<file path="src/rtl/serial_adder_if.sv">
// serial_adder_if: handshake and operand/result bundle for serial_adder.
//   master modport (requester): drives start, first, second, cin (and sub when
//                               SERIAL_ADDER_SUB_EN is defined); observes busy, done, sum, cout.
//   slave modport (adder):      the mirror image.
// Macro SERIAL_ADDER_SUB_EN adds the 1-bit sub request alongside the operands.
interface serial_adder_if #(
    parameter int unsigned WIDTH = 8
);
    logic             start;
    logic [WIDTH-1:0] first;
    logic [WIDTH-1:0] second;
    logic             cin;
`ifdef SERIAL_ADDER_SUB_EN
    logic             sub;
`endif
    logic             busy;
    logic             done;
    logic [WIDTH-1:0] sum;
    logic             cout;

`ifdef SERIAL_ADDER_SUB_EN
    modport master (output start, first, second, cin, sub, input busy, done, sum, cout);
    modport slave  (input start, first, second, cin, sub, output busy, done, sum, cout);
`else
    modport master (output start, first, second, cin, input busy, done, sum, cout);
    modport slave  (input start, first, second, cin, output busy, done, sum, cout);
`endif
endinterface

</file>
<file path="src/rtl/serial_adder.sv">
// serial_adder: multi-cycle WIDTH-bit adder that consumes STEP bits per clock through a
// registered carry. {cout, sum} = first + second + cin, available NSTEP edges after the
// accepted start, held until the next operation completes.
// Ports:
//   clk   - rising-edge clock
//   rst_n - asynchronous active-low reset; aborts any operation in flight
//   bus   - serial_adder_if slave: start/first/second/cin in, busy/done/sum/cout out
// Optional macro SERIAL_ADDER_SUB_EN: adds bus.sub; sub=1 computes first - second
// (B inverted, carry-in forced to 1, cin ignored), cout=1 meaning no borrow.
module serial_adder #(
    parameter int unsigned WIDTH = 8,
    parameter int unsigned STEP  = 1
) (
    input  logic           clk,
    input  logic           rst_n,
    serial_adder_if.slave  bus
);
    localparam int unsigned NSTEP = WIDTH / STEP;
    localparam int unsigned CNT_W = (NSTEP > 1) ? $clog2(NSTEP) : 1;
    localparam int unsigned SUM_W = STEP + 1;
    localparam logic [CNT_W-1:0] LAST_CNT = CNT_W'(NSTEP - 1);

    if (WIDTH < 1 || STEP < 1 || (WIDTH % STEP) != 0) begin : g_bad_param
        $error("serial_adder: STEP must be >= 1 and divide WIDTH exactly");
    end

    typedef enum logic [1:0] {StIdle, StRun, StDone} state_e;

    state_e           r_state;
    logic [WIDTH-1:0] r_a;
    logic [WIDTH-1:0] r_b;
    logic             r_carry;
    logic [CNT_W-1:0] r_cnt;
    logic [WIDTH-1:0] r_res;
    logic [WIDTH-1:0] r_sum;
    logic             r_cout;
    logic             r_busy;
    logic             r_done;

    logic [STEP:0]    w_step;
    logic [WIDTH-1:0] w_res_next;
    logic [WIDTH-1:0] w_b_load;
    logic             w_c_load;

`ifdef SERIAL_ADDER_SUB_EN
    // Subtraction as A + ~B + 1.
    assign w_b_load = bus.sub ? ~bus.second : bus.second;
    assign w_c_load = bus.sub ? 1'b1 : bus.cin;
`else
    assign w_b_load = bus.second;
    assign w_c_load = bus.cin;
`endif

    // One STEP-wide slice of the addition; top bit is the carry into the next slice.
    assign w_step = {1'b0, r_a[STEP-1:0]} + {1'b0, r_b[STEP-1:0]} + SUM_W'(r_carry);

    // Result bits enter at the MSB end so the LSB slice ends up at bit 0 after NSTEP shifts.
    if (STEP == WIDTH) begin : g_res_single
        assign w_res_next = w_step[STEP-1:0];
    end else begin : g_res_shift
        assign w_res_next = {w_step[STEP-1:0], r_res[WIDTH-1:STEP]};
    end

    always_ff @(posedge clk or negedge rst_n) begin
        if (!rst_n) begin
            r_state <= StIdle;
            r_a     <= '0;
            r_b     <= '0;
            r_carry <= 1'b0;
            r_cnt   <= '0;
            r_res   <= '0;
            r_sum   <= '0;
            r_cout  <= 1'b0;
            r_busy  <= 1'b0;
            r_done  <= 1'b0;
        end else begin
            case (r_state)
                StIdle: begin
                    if (bus.start) begin
                        r_a     <= bus.first;
                        r_b     <= w_b_load;
                        r_carry <= w_c_load;
                        r_cnt   <= '0;
                        r_busy  <= 1'b1;
                        r_state <= StRun;
                    end
                end
                StRun: begin
                    r_a     <= r_a >> STEP;
                    r_b     <= r_b >> STEP;
                    r_res   <= w_res_next;
                    r_carry <= w_step[STEP];
                    r_cnt   <= r_cnt + CNT_W'(1);
                    if (r_cnt == LAST_CNT) begin
                        r_sum   <= w_res_next;
                        r_cout  <= w_step[STEP];
                        r_done  <= 1'b1;
                        r_state <= StDone;
                    end
                end
                StDone: begin
                    r_done  <= 1'b0;
                    r_busy  <= 1'b0;
                    r_state <= StIdle;
                end
                default: begin
                    r_done  <= 1'b0;
                    r_busy  <= 1'b0;
                    r_state <= StIdle;
                end
            endcase
        end
    end

    assign bus.busy = r_busy;
    assign bus.done = r_done;
    assign bus.sum  = r_sum;
    assign bus.cout = r_cout;
endmodule
</file>
<file path="src/flat_wrapper.sv">
// flat-port wrapper written by rule: the top's interface ports become plain ports
module serial_adder_flat 
#(
    parameter int unsigned WIDTH = 8,
    parameter int unsigned STEP  = 1
)
  (clk, rst_n, bus_start, bus_first, bus_second, bus_cin, bus_busy, bus_done, bus_sum, bus_cout);
  serial_adder_if #(.WIDTH(WIDTH)) bus_i ();
  input  logic clk;
  input  logic rst_n;
  input wire logic [$bits(bus_i.start)-1:0] bus_start;
  input wire logic [$bits(bus_i.first)-1:0] bus_first;
  input wire logic [$bits(bus_i.second)-1:0] bus_second;
  input wire logic [$bits(bus_i.cin)-1:0] bus_cin;
  output wire logic [$bits(bus_i.busy)-1:0] bus_busy;
  output wire logic [$bits(bus_i.done)-1:0] bus_done;
  output wire logic [$bits(bus_i.sum)-1:0] bus_sum;
  output wire logic [$bits(bus_i.cout)-1:0] bus_cout;
  assign bus_i.start = bus_start;
  assign bus_i.first = bus_first;
  assign bus_i.second = bus_second;
  assign bus_i.cin = bus_cin;
  assign bus_busy = bus_i.busy;
  assign bus_done = bus_i.done;
  assign bus_sum = bus_i.sum;
  assign bus_cout = bus_i.cout;
  serial_adder #(.WIDTH(WIDTH), .STEP(STEP)) u_core (.clk(clk), .rst_n(rst_n), .bus(bus_i));
endmodule
</file>
<file path="config.mk">
export PLATFORM = sky130hd
export DESIGN_NAME = serial_adder_flat
export DESIGN_NICKNAME = d
export VERILOG_FILES = /design/src/rtl/serial_adder_if.sv /design/src/rtl/serial_adder.sv /design/src/flat_wrapper.sv
export SDC_FILE = /design/constraint.sdc
export NUM_CORES = 1
export LEC_CHECK = 0
export ABC_AREA = 1
export BUFFER_PORTS_ARGS = -buffer_cell sky130_fd_sc_hd__buf_2
export CAP_MARGIN = 20
export CORE_MARGIN = 5
export CORE_UTILIZATION = 47
export CTS_CLUSTER_SIZE = 25
export DETAILED_ROUTE_END_ITERATION = 10
export GPL_TIMING_DRIVEN = 0
export PLACE_DENSITY = 0.68
export SKIP_LAST_GASP = 1
export SLEW_MARGIN = 20
export SYNTH_ARGS = -nofsm -noshare
export SYNTH_HDL_FRONTEND = slang
export SYNTH_SLANG_ARGS = --single-unit
</file>
<file path="constraint.sdc">
create_clock -name clk -period 1.9 [get_ports clk]
set_clock_uncertainty 0.1 [all_clocks]
set_input_delay 0.38 -clock clk [delete_from_list [all_inputs] [get_ports clk]]
set_output_delay 0.38 -clock clk [all_outputs]
set_load 0.02 [all_outputs]
</file>
==> flow_metrics.env <==
export IMPL_outcome="finished clean"
export IMPL_drive_above_1_share=0.2264
export IMPL_top_layer="met4"
export IMPL_first_iter_violations=136
export IMPL_start_util=0.4802
export IMPL_dpl_hpwl_um=2528
export IMPL_antenna_found_initial=0
export IMPL_period_needed_ns=1.545
export IMPL_post_route_period_util=0.8132
export IMPL_core_um2=3971
export IMPL_hold_viol_final=0
export IMPL_firstDrtPassIters=4
export IMPL_reg2reg_slack_ns=0.35
export IMPL_leakage_nw=1.242
export IMPL_yosysWarnings=0
export IMPL_ys_seq_area_frac=0.5249
export IMPL_num_rows=23
export IMPL_grt_pass1_vias=1448
export IMPL_netlist_instances=227
export IMPL_syn_area_um2=1907
export IMPL_num_io_pins=31
export IMPL_synth_main_ff_cell="dfrtp_1"
export IMPL_die_w_um=73.70
export IMPL_cts_sinks=40
export IMPL_ant_nets=0
export IMPL_cts_root_buf="clkbuf_8"
export IMPL_wl_met1_um=1754
export IMPL_clk_pin_slew_ns=0.07
export IMPL_synth_top_area_share=0.5249
export IMPL_cpMaxStageDelayCell="dfrtp_1"
export IMPL_fmax_mhz=647.2
export IMPL_insertedDiodeCount=0
export IMPL_critPathMaxStageDelay_ns=0.40
export IMPL_path_cells="ha_1 -> ha_1 -> nand2_1 -> inv_2 -> nand2_2 -> buf_6 -> nand2_1 -> o21ai_1"
export IMPL_cts_tree="done"
export IMPL_cts_hold_buf=0
export IMPL_synth_edff_count=0
export IMPL_htreeDepth=2
export IMPL_rsz0062_at_grt="no"
export IMPL_synth_most_common_cell="nand2_1"
export IMPL_grt_pass1_wl_um=6555
export IMPL_critPathLaunchType="register"
export IMPL_port_buffers=30
export IMPL_r2r_worst_path_cells=8
export IMPL_worstReg2RegEnd="u_core.bus.sum[0]"
export IMPL_avgRoutedWirePerCell_um=11.91
export IMPL_finalMaxSlewViolations=0
export IMPL_synthArstFlopShare=1.000
export IMPL_hp_class="in -> async"
export IMPL_required_ns=2.02
export IMPL_grt_max_degree=41
export IMPL_wl_um=3752
export IMPL_synth_common_cells="60 x nand2_1, 46 x nand3_1, 40 x dfrtp_1, 37 x inv_1, 7 x o21ai_1"
export IMPL_area_growth_syn_to_layout_pct=15.88
export IMPL_peakVddDrop_mv=0.8026
export IMPL_routed_via_density=4.759
export IMPL_postCtsSetupRepairBufs=0
export IMPL_tns_ns=0
export IMPL_worst_pin_slew_ns=0.8784
export IMPL_met3_length_um=205
export IMPL_max_slew_margin=0.4144
export IMPL_cp_end_kind="register"
export IMPL_syn_area_per_cell_um2=8.400
export IMPL_die_area_um2=5431
export IMPL_cap_violations=0
export IMPL_synth_nets=250
export IMPL_ys_seq_elements=40
export IMPL_cp_max_fo=10
export IMPL_powerDensity_nw_per_um2=1655
export IMPL_die_h_um=73.70
export IMPL_synth_top_cells_by_area="dfrtp_1 52%, nand3_1 12%, nand2_1 12%"
export IMPL_clock_path_buffers=2
export IMPL_drc_errors=0
export IMPL_synth_cell_types=17
export IMPL_critical_path_arrival_ns=1.67
export IMPL_r2r_start="u_core.r_cnt[0]"
export IMPL_crit_type="reg -> reg"
export IMPL_vias=1499
export IMPL_final_net_count=287
export IMPL_grt_overflow=0
export IMPL_numCtsBuffers=5
export IMPL_final_core_util=0.5564
export IMPL_clock_latency_ns=0.29
export IMPL_grt_use_total=0.1621
export IMPL_place_congestion=0.7631
export IMPL_synth_area_leader_cell="dfrtp_1"
export IMPL_cts_resized=0
export IMPL_timing_final_setup_violations=0
export IMPL_wl_met2_um=1717
==> per-stage QoR <==
step	instance area, um2	setup slack, ns	hold slack [ns]	std cells	power (mW)
finish	2210	0.3548	0.09904	315	3.657
global route	2210	0.2577	0.1668	315	3.999
CTS	2210	0.3447	0.1290	315	3.711
detailed placement	2120	0.3620	0.3653	307	3.117
global placement	2120	0.3869	0.3576	307	3.067
floorplan	1907	0.4939	-0.01559	227	2.700
==> worst max path at each step <==
stage,startpoint,end,slack [ns]
floorplan,u_core.r_cnt[0],u_core.bus.sum[0],0.49
global placement,u_core.r_cnt[0],u_core.bus.sum[0],0.39
detailed placement,u_core.r_cnt[0],u_core.bus.sum[0],0.36
CTS,u_core.r_cnt[0],u_core.bus.sum[0],0.34
global route,u_core.r_cnt[0],u_core.bus.sum[0],0.26
finish,u_core.r_cnt[0],u_core.bus.sum[0],0.35
==> power by group <==
group          internal, mW  switching (mW)  leakage (nW)  total [mW]
Clock                 0.296           0.280        0.0455       0.576
Sequential             1.25           0.202         0.493        1.45
Combinational         0.644           0.991         0.703        1.63
==> registers in the layout, indices dropped and copies added (netlist names) <==
| signal | cells |
|---|---|
| u_core.r_carry | 1 |
| u_core.bus.cout | 1 |
| u_core.r_a | 8 |
| u_core.r_cnt | 3 |
| u_core.bus.busy | 1 |
| u_core.bus.sum | 8 |
| u_core.r_state | 2 |
| u_core.bus.done | 1 |
| u_core.r_res | 7 |
| u_core.r_b | 8 |
==> critical path: cells and delay by family, from the launching register on <==
family,cells,cell delay [ns]
flops,1,0.40
buf+inv,2,0.23
simple gates,3,0.28
fa+ha+maj,2,0.39
compound gates,1,0.07
==> routing by layer <==
metal,vias up,track usage
li1,771,-
met1,697,0.2002
met2,24,0.2470
met3,7,0.06293
met4,0,0.07847
met5,-,0
==> cell usage in the layout, fill, tap and decap left out, drive strengths merged <==
| cell type | count |
|---|---|
| nand3 | 46 |
| inv | 39 |
| ha | 2 |
| buf | 42 |
| nor2 | 4 |
| nand2 | 64 |
| a21oi | 2 |
| o21ai | 17 |
| fa | 1 |
| clkbuf | 8 |
| dfrtp | 40 |
==> kinds of logic after synthesis <==
kind of cell               count (synthesis)  synth area share
adders and majority gates                  3           0.02362
buffers and inverters                     51            0.1299
and+or+nand+nor                          114            0.2598
DFF                                       40            0.5249
AOI/OAI and AO/OA                         19           0.06168
==> area by class of cell <==
cell class	count	area [um2]
Tap cell	50	62.56
Inverter	39	148.9
Multi-Input combinational cell	136	658.1
Clock buffer	8	90.09
Sequential cell	40	1001
Fill cell	376	1762
Buffer	12	98.84
Timing Repair Buffer	30	150.1
(Power assumes the default switching activity.)
